### config.mk
export PLATFORM = sky130hd
export DESIGN_NAME = mips_multicycle_ctrl
export DESIGN_NICKNAME = d
export VERILOG_FILES = /design/src/rtl/mips_multicycle_ctrl.sv
export SDC_FILE = /design/constraint.sdc
export NUM_CORES = 1
export LEC_CHECK = 0
export CORE_MARGIN = 2
export CORE_UTILIZATION = 40
export CTS_BUF_LIST = sky130_fd_sc_hd__clkbuf_8
export DETAILED_ROUTE_END_ITERATION = 6
export HOLD_SLACK_MARGIN = 0.05
export PLACE_DENSITY = 0.73
export SKIP_CTS_REPAIR_TIMING = 1
export SYNTH_ARGS = -nofsm -noshare
export SYNTH_HDL_FRONTEND = slang
export SYNTH_SLANG_ARGS = --single-unit
### constraint.sdc
create_clock -name clk -period 3.2 [get_ports clk]
set_input_delay 0.32 -clock clk [delete_from_list [all_inputs] [get_ports clk]]
set_output_delay 0.32 -clock clk [all_outputs]
set_load 0.01 [all_outputs]
### src/rtl/mips_multicycle_ctrl.sv
// Moore-style control FSM for the shared multicycle MIPS datapath.
// Walks instructions through fetch/decode/execute/memory/writeback and counts retirements.
module mips_multicycle_ctrl #(
    parameter int CNT_W = 16
) (
    input  logic             clk,
    input  logic             rst,
    input  logic             run,
    input  logic [5:0]       opcode,
    input  logic [5:0]       funct,
    input  logic             instr_zero,
    input  logic             alu_zero,
    input  logic             mem_ready,
    output logic             pc_write,
    output logic             pc_write_cond,
    output logic             ir_write,
    output logic             iord,
    output logic             mem_read,
    output logic             mem_write,
    output logic             mem_to_reg,
    output logic             reg_dst,
    output logic             reg_write,
    output logic             alu_src_a,
    output logic [1:0]       alu_src_b,
    output logic [3:0]       alu_op,
    output logic [1:0]       pc_source,
    output logic [3:0]       state,
    output logic             halted,
    output logic             illegal,
    output logic [CNT_W-1:0] retired
);

    typedef enum logic [3:0] {
        S_IDLE   = 4'd0,  S_FETCH  = 4'd1,  S_DECODE = 4'd2,  S_MEMADR = 4'd3,
        S_MEMRD  = 4'd4,  S_MEMWB  = 4'd5,  S_MEMWR  = 4'd6,  S_EXEC   = 4'd7,
        S_ALUWB  = 4'd8,  S_ADDIEX = 4'd9,  S_ADDIWB = 4'd10, S_BRANCH = 4'd11,
        S_JUMP   = 4'd12, S_HALT   = 4'd13
    } state_t;

    localparam logic [5:0] OP_RTYPE = 6'h00, OP_J  = 6'h02, OP_BEQ = 6'h04;
    localparam logic [5:0] OP_ADDI  = 6'h08, OP_LW = 6'h23, OP_SW  = 6'h2B;

    localparam logic [3:0] ALU_ADD = 4'b0010, ALU_SUB = 4'b0110, ALU_AND = 4'b0000;
    localparam logic [3:0] ALU_OR  = 4'b0001, ALU_SLT = 4'b0111;

    state_t           state_q, state_d;
    logic             illegal_q, illegal_d;
    logic [CNT_W-1:0] retired_q;
    logic             retire;
    logic             funct_ok;
    logic [3:0]       funct_op;

    // Branch resolution happens in the datapath (pc_write_cond & alu_zero), so this FSM never reads the flag.
    logic unused_alu_zero;
    assign unused_alu_zero = alu_zero;

    always_comb begin
        funct_ok = 1'b1;
        funct_op = ALU_ADD;
        case (funct)
            6'h20:   funct_op = ALU_ADD;
            6'h22:   funct_op = ALU_SUB;
            6'h24:   funct_op = ALU_AND;
            6'h25:   funct_op = ALU_OR;
            6'h2A:   funct_op = ALU_SLT;
            default: funct_ok = 1'b0;
        endcase
    end

    always_comb begin
        // NOTE: every output and next-state value gets a default first so no path through the case infers a latch.
        state_d       = state_q;
        illegal_d     = illegal_q;
        retire        = 1'b0;
        pc_write      = 1'b0;
        pc_write_cond = 1'b0;
        ir_write      = 1'b0;
        iord          = 1'b0;
        mem_read      = 1'b0;
        mem_write     = 1'b0;
        mem_to_reg    = 1'b0;
        reg_dst       = 1'b0;
        reg_write     = 1'b0;
        alu_src_a     = 1'b0;
        alu_src_b     = 2'b00;
        alu_op        = ALU_ADD;
        pc_source     = 2'b00;

        case (state_q)
            S_IDLE: if (run) state_d = S_FETCH;
            S_FETCH: begin
                mem_read  = 1'b1;
                alu_src_b = 2'b01;
                if (mem_ready) begin
                    ir_write = 1'b1;
                    pc_write = 1'b1;
                    state_d  = S_DECODE;
                end
            end
            S_DECODE: begin
                alu_src_b = 2'b11;
                if (instr_zero)                               state_d = S_HALT;
                else if (opcode == OP_LW || opcode == OP_SW)  state_d = S_MEMADR;
                else if (opcode == OP_RTYPE && funct_ok)      state_d = S_EXEC;
                else if (opcode == OP_ADDI)                   state_d = S_ADDIEX;
                else if (opcode == OP_BEQ)                    state_d = S_BRANCH;
                else if (opcode == OP_J)                      state_d = S_JUMP;
                else begin
                    state_d   = S_HALT;
                    illegal_d = 1'b1;
                end
            end
            S_MEMADR: begin
                alu_src_a = 1'b1;
                alu_src_b = 2'b10;
                state_d   = (opcode == OP_SW) ? S_MEMWR : S_MEMRD;
            end
            S_MEMRD: begin
                mem_read = 1'b1;
                iord     = 1'b1;
                if (mem_ready) state_d = S_MEMWB;
            end
            S_MEMWB: begin
                reg_write  = 1'b1;
                mem_to_reg = 1'b1;
                retire     = 1'b1;
                state_d    = S_FETCH;
            end
            S_MEMWR: begin
                mem_write = 1'b1;
                iord      = 1'b1;
                if (mem_ready) begin
                    retire  = 1'b1;
                    state_d = S_FETCH;
                end
            end
            S_EXEC: begin
                alu_src_a = 1'b1;
                alu_op    = funct_op;
                state_d   = S_ALUWB;
            end
            S_ALUWB: begin
                reg_write = 1'b1;
                reg_dst   = 1'b1;
                retire    = 1'b1;
                state_d   = S_FETCH;
            end
            S_ADDIEX: begin
                alu_src_a = 1'b1;
                alu_src_b = 2'b10;
                state_d   = S_ADDIWB;
            end
            S_ADDIWB: begin
                reg_write = 1'b1;
                retire    = 1'b1;
                state_d   = S_FETCH;
            end
            S_BRANCH: begin
                alu_src_a     = 1'b1;
                alu_op        = ALU_SUB;
                pc_write_cond = 1'b1;
                pc_source     = 2'b01;
                retire        = 1'b1;
                state_d       = S_FETCH;
            end
            S_JUMP: begin
                pc_write  = 1'b1;
                pc_source = 2'b10;
                retire    = 1'b1;
                state_d   = S_FETCH;
            end
            S_HALT:  state_d = S_HALT;
            default: state_d = S_IDLE;
        endcase
    end

    // NOTE: sequential state uses non-blocking assignments so every register samples pre-edge values.
    always_ff @(posedge clk or negedge rst) begin
        if (!rst) begin
            state_q   <= S_IDLE;
            illegal_q <= 1'b0;
            retired_q <= '0;
        end else begin
            state_q   <= state_d;
            illegal_q <= illegal_d;
            if (retire) retired_q <= retired_q + CNT_W'(1);
        end
    end

    assign state   = state_q;
    assign halted  = (state_q == S_HALT);
    assign illegal = illegal_q;
    assign retired = retired_q;

endmodule

==> flow_results.org, run 1 <==
** Outcome
- Result of the run :: finished, final reports clean

** Timing
- FMAX :: 391.0 MHz
- Sum of negative setup slack :: 0 ns
- Post-layout min period :: 2.557 ns
- For the final database, setup skew stands at 0.005802 ns.
- The final hold violation count came to 0.
- The final critical path takes up 79.91% of the cycle.
- Number of setup violations in the final report :: 0
- Worst-case headroom to the max-slew limit :: 39.26%
- Crit path setup slack, layout :: 0.6427 ns
- Setup repair after global routing left no endpoint under its margin.
- At the pin with the least slew margin, the transition time is 0.9083 ns.
- Number of pins exceeding their max-slew limit in the final report :: 0

** Clocking
- Clock-pin slew was measured on the worst setup and hold paths at 0.07 ns.
- Largest buffer count on any clock path :: 2
- H-tree depth reported by CTS :: 1
- Clock tree synthesis selected as its root buffer the cell clkbuf_8.
- CTS saw 21 sinks.
- CTS tree :: yes
- Clock latency reported for the late side of the worst-skew pair :: 0.26 ns
- Num CTS Buffers :: 3

** Synthesis
- After synthesis the cells add up to 1498 um2.
- In the synthesized netlist the dominant register cell turns out to be dfrtp_1.
- Most area-hungry cell type in the Yosys netlist :: dfrtp_1
- Counting every net in the synthesized netlist gives 184.
- After synthesis, the share of flip-flops with an asynchronous set or reset is 100.0%.
- Sequential-to-total area share from yosys stat :: 35.09%
- Total of flip-flops plus latches after synthesis :: 21
- Number of enable-type register cells in the synthesized netlist :: 0
- The cell count after synthesis came out at 165.
- Syn Area/Cell :: 9.077 um2
- Cell variety after synth :: 50
- Yosys top cell area share :: 35.09%
- For this run, the number of Yosys warnings is 0.
- Main area contributors after synthesis :: dfrtp_1 35%, xor2_1 6.4%, nor2_1 3.8%

** Routing
- For this block, the routed nets add up to 3584 um of wire.
- Amount of wire on met2 after detailed routing :: 1725 um
- Remaining design rule violation count :: 0
- The count of nets left with antenna violations once routing finished came out at 0.
- Total number of vias :: 1467
- After detailed routing, the average wire length per cell comes to 13.73 um.
- DRT met1 WL :: 1653 um
- First-pass detailed-route iteration total :: 4
- After detailed routing, the number of vias per cell comes to 5.621.
- Detailed routing placed a total of 176 um of wire on met3.
- The detailed router finished its first iteration with 91 violations.
- The highest layer touched by signal routing is met4.

** Placed design
- Post-placement cell count :: 257
- Detailed placer's ending HPWL :: 2712 um
- The congestion estimate from routability-driven global placement came to 0.8084.
- At the placement stage, the worst setup path has a slack of 0.9180 ns.
- The count of buffers added on input and output ports is 55.

** Final layout
- From synthesis to final layout, the design area changed by 39.35%.
- Count of non-filler cells in the finished layout :: 261
- Inserted Diodes :: 0
- For this run, the share of the core covered by cells in the final layout is 57.44%.
- The post-route netlist has 4.695% of its cells at a drive strength greater than 1.
- The library cell used most frequently in the layout, excluding fill and tap cells, is clkdlybuf4s50_1.
- Top library cells by usage in the layout, fill and taps aside :: 55 x clkdlybuf4s50_1, 21 x dfrtp_1, 15 x nor2_1, 13 x nand2_1, 11 x xor2_1
- Final net count :: 233

** Global route
- Aggregate global routing overflow :: 0
- Global routing used 17.89% of the available tracks.
- Largest net degree at the start of global routing :: 22
- The number of global-route vias before repair came to 1329.
- First-pass GRT wire length :: 6051 um
- Initial antenna violation count :: 0

** Pwr
- Sequential cells burn 36.2% of the power.
- Leakage dissipation :: 0.7389 nW
- Comb pwr share :: 52.4%
- Clock network power share :: 11.4%
- Internal power comes to 0.8535 mW.
- Peak supply drop :: 387.7 uV
- Switching fraction of total power :: 41.57%
- Power density of the placed cells :: 699.9 nW/um2
- Summed over all nets, the switching power comes to 0.6072 mW.

** Critical path
- Kind of critical path :: flip-flop to output pin
- The signal on the critical path passes through nor2b_1 -> and3_1 -> or2_2 -> clkdlybuf4s50_1.
- Critical path data required time :: 2.88 ns
- The number of buffers and inverters on the critical path is 1.
- Data arrives at the worst endpoint at 2.24 ns.
- Setup crit end kind :: output pin
- The worst setup path is launched from a flip-flop.
- Dominant delay contributor by cell family on the critical path :: simple AND/OR/NAND/NOR gates
- Of all nets on the critical path, the largest fanout is 19.
- On the critical path, the stage with the largest delay is an instance of dfrtp_1.
- On the worst path, the slowest cell contributes a delay of 0.69 ns.

** Worst hold path
- The worst hold path belongs to the class flip-flop to flip-flop.

** Floorplanning
- Number of top-level design ports :: 58
- Effective utilization at floorplan :: 41.22%
- Die footprint :: 4250 um2
- Standard cell core area :: 3633 um2
- In this run the core area contains 22 standard-cell rows.
- Die X :: 65.19 um
- Measured along the y axis, the die boundary spans 65.19 um.

** Job
- Across the run, the number of max-cap violations was 0.
## worst reg2reg max path, delay by kind of cell (launching register included)
kind / cells / cell delay (ns)
muxes: 1 / 0.34
and+or+nand+nor: 2 / 0.54
AOI/OAI and AO/OA: 1 / 0.49
DFF: 1 / 0.69
## per-layer routing
layer / GRT usage (%) / vias to the layer above
met5: 0 / -
met4: 4.167 / 0
met3: 4.110 / 2
met2: 28.95 / 46
met1: 24.35 / 701
li1: - / 718
## synth_stat cells (all sizes together) (3+ instances only)
library cell  number
o21ai              3
nand3              7
nor3               8
dfrtp             21
o22ai              3
xnor2              6
a211oi             3
a2111oi            3
a21oi              8
nor4               3
xor2              11
nand2b             5
a21boi             3
nor2              15
nand4              5
buf                6
clkbuf             5
nand2             13
## area by class of cell
type	instances	area (um2)
fillers	338	1546
multi-input cells	131	898.4
repair buffers	55	550.5
flip-flops and latches	21	525.5
well taps	48	60.06
clock buffers	3	41.29
inverters	2	7.507
clock inverters	1	3.754
## metrics by stage
step	hold WS [ns]	instance area [um2]	power [mW]
floorplan	0.02441	1498	0.9436
global placement	0.4622	2042	1.286
detailed placement	0.4650	2042	1.303
CTS	0.4993	2087	1.475
global route	0.5286	2087	1.577
finish	0.4865	2087	1.461
## power groups by stage
stage	Clock, mW	Combinational [mW]	Sequential, mW
floorplan	0	0.454	0.490
global placement	0	0.762	0.524
detailed placement	0	0.769	0.534
CTS	0.172	0.774	0.529
global route	0.184	0.837	0.556
finish	0.167	0.765	0.529
## state kept, by name, indices dropped and copies added, names as in the netlist
| signal | cells |
|---|---|
| illegal | 1 |
| retired | 16 |
| state | 4 |
## cell families after synthesis
kind of cell / synth area share (%)
XOR/XNOR: 9.941
buffers and inverters: 4.929
multiplexers: 1.420
other: 0.2504
AND/OR/NAND/NOR: 25.98
flip-flops: 35.09
adder cells (fa/ha/maj): 0.8353
AO/OA/AOI/OAI: 21.55
## path summary, 6_finish.rpt
check,startpoint,endpoint,slack (ns),depth (start not counted)
max,state[0],pc_write,0.64,4
min,retired[15],retired[15],0.49,1
max reg2reg,state[0],retired[1],1.03,4
min reg2reg,retired[15],retired[15],0.49,1
max in group asynchronous,rst,retired[13],2.07,1
min in group asynchronous,rst,retired[8],0.57,1
(Power assumes the default switching activity.)
==> inputs of run 2 (changes only) <==
--- a/config.mk
+++ b/config.mk
@@ -10,7 +10,7 @@
 export CTS_BUF_LIST = sky130_fd_sc_hd__clkbuf_8
 export DETAILED_ROUTE_END_ITERATION = 6
 export HOLD_SLACK_MARGIN = 0.05
-export PLACE_DENSITY = 0.73
+export PLACE_DENSITY = 0.76
 export SKIP_CTS_REPAIR_TIMING = 1
 export SYNTH_ARGS = -nofsm -noshare
 export SYNTH_HDL_FRONTEND = slang
==> constraint.sdc (replaced) <==
create_clock -name clk -period 2.2 [get_ports clk]
set_input_delay 0.22 -clock clk [delete_from_list [all_inputs] [get_ports clk]]
set_output_delay 0.22 -clock clk [all_outputs]
set_load 0.01 [all_outputs]
==> flow_results.org, run 2 (synthesis gave the netlist of run 1 again) <==
** Critical path
- Kind of critical path :: flip-flop to output pin
- Reg2Reg Capture Point :: retired[1]
- Critical path data required time :: 1.98 ns (-0.90 ns)
- Critical path data arrival time :: 1.88 ns (-0.36 ns)
- Kind of start point of the critical path :: flip-flop
- Cell breakdown of the critical path :: nand2b_1 -> a21boi_0 -> clkdlybuf4s50_1
- Worst Reg-to-Reg Cells :: 4 (unchanged)
- The minimum setup slack among reg-to-reg paths was 0.27 ns (-0.76 ns).
- Start point of the critical path :: state[1]
- Beginning of the worst register-to-register path :: state[1]
- The biggest cell delay along the critical path came to 0.56 ns (-0.13 ns).
- The slowest stage of the critical path is the clkdlybuf4s50_1 cell.
- Setup crit end kind :: output pin
- The largest fanout of any net on the critical path is 9 (-10).
- The number of buffers and inverters on the critical path is 1 (unchanged).
- Dominant delay contributor by cell family on the critical path :: buffers and inverters

** Floorplanning
- Effective utilization at floorplan :: 41.22% (unchanged)
- Die footprint :: 4250 um2 (unchanged)
- The horizontal die dimension is 65.19 um (unchanged).
- Standard cell core area :: 3633 um2 (unchanged)
- The total number of placement rows was 22 (unchanged).
- Number of top-level design ports :: 58 (unchanged)
- Die span in y :: 65.19 um (unchanged)

** Worst hold path
- The path class of the tightest hold or removal check is input port to asynchronous set/reset pin.

** Timing
- The number of setup violations in the final report came to 0 (unchanged).
- The setup slack of the critical path after layout came to 0.09683 ns (-0.5459 ns).
- In the finished design, the share of the clock period the worst path needs comes to 95.60%.
- Final-report hold violation count :: 0 (unchanged)
- The number of slew-limit violations in the final report came to 0 (unchanged).
- Sum of negative setup slack :: 0 ns (unchanged)
- FMAX :: 475.5 MHz
- Unrepaired setup endpoints after global routing :: no
- After layout, the minimum clock period comes to 2.103 ns.
- The setup skew after layout came to 0.003024 ns (-0.002778 ns).

** Clocking
- Clock latency reported for the late side of the worst-skew pair :: 0.26 ns (about the same)
- H-tree depth reported by CTS :: 1 (unchanged)
- TritonCTS built the clock tree.
- Clock sinks :: 21 (unchanged)
- The largest buffer count on any clock path was 2 (unchanged).
- Num CTS Buffers :: 3 (unchanged)
- CTS placed an instance of clkbuf_8 at the clock tree root.
- The CTS clock-pin slew for the worst setup and hold paths came to 0.07 ns (about the same).

** Routing
- The total wirelength of the detailed-routed design was 3608 um (+0.67%).
- The vias after detailed routing was 1447 (-1.4%).
- Post-route antenna net violation count :: 0 (unchanged)
- First-pass detailed-route iteration total :: 4 (unchanged)
- The routed length per placed instance is 13.36 um (-2.7%).
- Remaining design rule violation count :: 0 (unchanged)
- The via count normalized by instance count came to 5.359 (-4.7%).
- The violation count after the first detailed-route iteration came to 48 (-47%).

** Final layout
- Layout cells sized above 1 :: 11.26% (+6.6 points)
- Inserted Diodes :: 0 (unchanged)
- Top library cells by usage in the layout, fill and taps aside :: 53 x clkdlybuf4s50_1, 17 x dfrtp_1, 15 x nor2_1, 13 x nand2_1, 11 x xor2_1
- The flip-flop count of the largest register, all copies and words added was 16 (unchanged).
- The area growth from synthesis to layout is 44.86%.
- Leaving out fill and tap cells, the most frequent cell in the layout is clkdlybuf4s50_1.
- The final net count was 242 (+3.9%).

** Outcome
- Result of the run :: finished, final reports clean

** Pwr
- The total power per unit cell area came to 1023 nW/um2 (+46%).
- Peak supply drop :: 647.4 uV (+67%)
- The leakage power figure came to 0.8143 nW (+10%).

** Global route
- The global router's overall resource usage came to 17.54% (-0.35 points).
- Aggregate global routing overflow :: 0 (unchanged)
- First-pass GRT wire length :: 5913 um (-2.3%)
- Largest net degree at the start of global routing :: 22 (unchanged)
- Initial antenna violation count :: 0 (unchanged)
- The number of global-route vias before repair is 1267 (-4.7%).

** Placed design
- The count of input and output buffers was 55 (unchanged).
- Worst setup slack before clock tree synthesis :: 0.2110 ns (-0.7070 ns)
- The sum of net half-perimeters after detailed placement was 2748 um (+1.3%).
- Global placement routability congestion :: 0.8751 (+8.3%)

** Job
- Max Cap Violations :: 0 (unchanged)
run 2: cell types whose count changed in the layout (fill, tap and decap cells not counted), moves of 2 or more:
cell,change
dfrtp_2,+4
buf_4,+9
dlymetal6s2s_1,+2
dfrtp_1,-4
clkdlybuf4s50_1,-2
run 2: area by class of cell:
cell class	instances	area (um2)
fillers	353	1464
multi-input cells	131	903.4
repair buffers	64	623.1
flip-flops and latches	21	530.5
well taps	48	60.06
clock buffers	3	41.29
inverters	2	7.507
clock inverters	1	3.754
run 2: how the worst max path moves through the flow:
stage | cells after the start | end | slack (ns)
floorplan | 5 | pc_write | 0.48
global placement | 5 | retired[1] | 0.24
detailed placement | 5 | alu_op[2] | 0.21
CTS | 5 | alu_op[2] | -0.03
global route | 3 | halted | 0.004
finish | 3 | alu_src_b[0] | 0.1
run 2: power by group:
group	total, mW	switching (mW)	internal (mW)
clock network	0.243	0.118	0.124
logic	1.24	0.574	0.670
registers	0.731	0.215	0.516
run 2: metrics by stage:
stage	cells	power (mW)	utilization, %	hold slack (ns)	cell area, um2
final	270	2.218	59.71	0.3013	2170
after global routing	270	2.378	59.71	0.3215	2170
after CTS	270	2.222	59.30	0.3121	2155
after detailed placement	266	1.970	58.06	0.4625	2110
after global placement	266	1.954	58.06	0.4627	2110
after floorplan	165	1.372	-	-0.07559	1498
run 2: metal layers:
| layer | part of all wire, % | track usage [%] | vias to the layer above |
|---|---|---|---|
| met2 | 46 | 27.04 | 32 |
| met1 | 49 | 24.89 | 685 |
| met3 | 4.4 | 3.767 | 0 |
| met4 | 0 | 4.688 | 0 |
| met5 | 0 | 0 | - |
| li1 | - | - | 730 |
==> inputs of run 3 (changes only) <==
--- a/config.mk
+++ b/config.mk
@@ -6,11 +6,11 @@
 export NUM_CORES = 1
 export LEC_CHECK = 0
 export CORE_MARGIN = 2
-export CORE_UTILIZATION = 40
+export CORE_UTILIZATION = 41
 export CTS_BUF_LIST = sky130_fd_sc_hd__clkbuf_8
 export DETAILED_ROUTE_END_ITERATION = 6
 export HOLD_SLACK_MARGIN = 0.05
-export PLACE_DENSITY = 0.76
+export PLACE_DENSITY = 0.78
 export SKIP_CTS_REPAIR_TIMING = 1
 export SYNTH_ARGS = -nofsm -noshare
 export SYNTH_HDL_FRONTEND = slang
==> flow_results.org, run 3 (synthesis gave the netlist of run 1 again) <==
** Outcome
- The run finished with clean final reports.

** Floorplanning
- Standard cell core area :: 3416 um2 (-6.0%)
- The horizontal die dimension came to 64.44 um (-1.2%).
- Number of cell rows :: 21 (-4.5%)
- The overall die area was 4153 um2 (-2.3%).
- The top-level port count came to 58 (unchanged).
- The floorplan die height was 64.44 um (-1.2%).
- Effective utilization at floorplan :: 43.85% (+2.6 points)

** Job
- Max Cap Violations :: 0 (unchanged)

** Clocking
- Largest buffer count on any clock path :: 2 (unchanged)
- Clock slew seen by the registers of the worst setup and hold paths :: 0.08 ns (about the same)
- The number of buffers added by the clock tree synthesis step is 3 (unchanged).
- The root buffer cell chosen for the clock tree is clkbuf_8.
- TritonCTS built the clock tree.
- The clock insertion delay at the later pin of the skew report came to 0.26 ns (about the same).
- H-tree depth reported by CTS :: 1 (unchanged)
- Clock sinks :: 21 (unchanged)

** Critical path
- Kind of start point of the critical path :: flip-flop
- Critical path data required time :: 1.98 ns (about the same)
- The largest fanout of any net on the critical path was 13 (+4).
- The slowest stage of the critical path is the clkdlybuf4s50_1 cell.
- The critical path goes through nor2b_2 -> and3_1 -> or2_2 -> clkdlybuf4s50_1.
- Critical Path Max Stage Delay :: 0.52 ns (-0.04 ns)
- The arrival time of the worst setup path came to 1.93 ns (+0.05 ns).
- The critical path in this run is classified as flip-flop to output pin.
- The worst setup path is captured at an output pin.

** Pwr
- Clock network power share :: 11.2% (+0.3 points)
- Switching power summed over all nets :: 0.9452 mW (+4.1%)
- The leakage power figure was 0.7777 nW (-4.5%).
- Sequential group share of total power :: 31.8% (-1.2 points)
- Power density of the placed cells :: 1051 nW/um2 (+2.8%)
- The portion of total power attributed to combinational logic came to 56.9% (+0.8 points).
- The internal power component came to 1.329 mW (+1.4%).
- The net switching share of the total power was 41.57% (+0.64 points).
- The highest ir drop seen on vdd came to 721.7 uV (+11%).

** Routing
- The via count normalized by instance count came to 5.743 (+7.2%).
- Total number of vias :: 1539 (+6.4%)
- The routed length per placed instance came to 14.61 um (+9.3%).
- The residual DRC count came to 0 (unchanged).
- Post-route antenna net violation count :: 0 (unchanged)
- The total wirelength of the detailed-routed design is 3915 um (+8.5%).
- Detailed Route Iter0 Violations :: 84 (+75%)
- First-pass detailed-route iteration total :: 6 (+2)

** Final layout
- Area growth syn-to-layout :: 44.44%
- Design Area, Final :: 2163 um2 (-0.29%)
- The flip-flop count of the largest register, all copies and words added was 16 (unchanged).
- Most common cell after layout, fill and taps aside :: clkdlybuf4s50_1
- The antenna diode count is 0 (unchanged).
- The final net count was 242 (unchanged).
- The final core utilization is 63.33% (+3.6 points).
- The fraction of layout cells with a size suffix above 1 came to 12.16% (+0.90 points).
- In the layout the commonest cells are 55 x clkdlybuf4s50_1, 17 x dfrtp_1, 15 x nor2_1, 13 x nand2_1, 11 x xor2_1.

** Global route
- First-pass GRT wire length :: 6789 um (+15%)
- The global router's overall resource usage is 20.38% (+2.8 points).
- Initial antenna violation count :: 0 (unchanged)
- The number of global-route vias before repair was 1501 (+18%).
- The maximum number of pins on one net before global-route repair was 22 (unchanged).
- The total global routing overflow is 0 (unchanged).

** Placed design
- The post-place instance area is 2100 um2 (-0.47%).
- Global placement routability congestion :: 0.8159 (-6.8%)
- The sum of net half-perimeters after detailed placement came to 2940 um (+7.0%).
- The count of input and output buffers is 55 (unchanged).

** Timing
- The final critical delay including setup and external delays was 2.154 ns (+0.05101 ns).
- Final-report hold violation count :: 0 (unchanged)
- Worst-case clock skew :: 0.005816 ns (+0.002792 ns)
- Setup repair after global routing left no endpoint under its margin.
- The number of setup violations in the final report is 0 (unchanged).
- FMAX :: 464.2 MHz (-2.4%)
- Crit share post-route :: 97.92% (+2.3 points)
- The worst hold slack came to 0.2943 ns (-0.007020 ns).
- The number of slew-limit violations in the final report is 0 (unchanged).

** Worst hold path
- Classification of the worst-slack hold path :: input port to asynchronous set/reset pin
[run 3: final cells by class]
type | instances | area [um2]
flip-flops and latches | 21 | 530.5
clock buffers | 3 | 41.29
inverters | 2 | 7.507
well taps | 46 | 57.56
fillers | 307 | 1252
multi-input cells | 131 | 903.4
clock inverters | 1 | 5.005
repair buffers | 64 | 618.1
[run 3: layer usage]
layer	track usage [%]	share of wire [%]	wire [um]	vias up
met4	4.255	0.51	20	0
met2	33.98	48	1898	66
li1	-	-	-	730
met5	0	0	0	-
met1	27.20	45	1755	739
met3	4.688	6.2	241	4
[run 3: through the flow]
| step | TNS, ns | std cells | power [mW] | setup slack [ns] |
|---|---|---|---|---|
| 4_1_cts | -0.2928 | 267 | 2.245 | -0.1446 |
| 2_1_floorplan | 0 | 165 | 1.372 | 0.4826 |
| 5_1_grt | 0 | 268 | 2.431 | 0.006758 |
| 3_5_place_dp | 0 | 263 | 1.980 | 0.1269 |
| 3_3_place_gp | 0 | 263 | 1.936 | 0.1742 |
| 6_report | 0 | 268 | 2.274 | 0.04582 |
[run 3: power groups by stage]
stage / clock [mW] / combinational [mW] / sequential [mW]
2_1_floorplan: 0 / 0.660 / 0.712
3_3_place_gp: 0 / 1.23 / 0.710
3_5_place_dp: 0 / 1.26 / 0.720
4_1_cts: 0.262 / 1.27 / 0.716
5_1_grt: 0.278 / 1.40 / 0.758
6_report: 0.256 / 1.29 / 0.724
[run 3: final timing paths]
check                       startpoint  depth (start not counted)  slack (ns)           to
setup / recovery              state[1]                          4        0.05     pc_write
max in group asynchronous          rst                          2        1.67     state[1]
hold reg to reg            retired[15]                          1        0.47  retired[15]
setup reg to reg              state[1]                          4        0.30   retired[1]
min in group clk           retired[15]                          1        0.47  retired[15]
hold / removal                     rst                          2        0.29  retired[13]
[run 3: worst max-delay path: cells and delay by family, from the launching register on]
kind	cells	cell delay [ns]
AND/OR/NAND/NOR	3	0.65
buffers and inverters	1	0.52
flip-flops	1	0.50
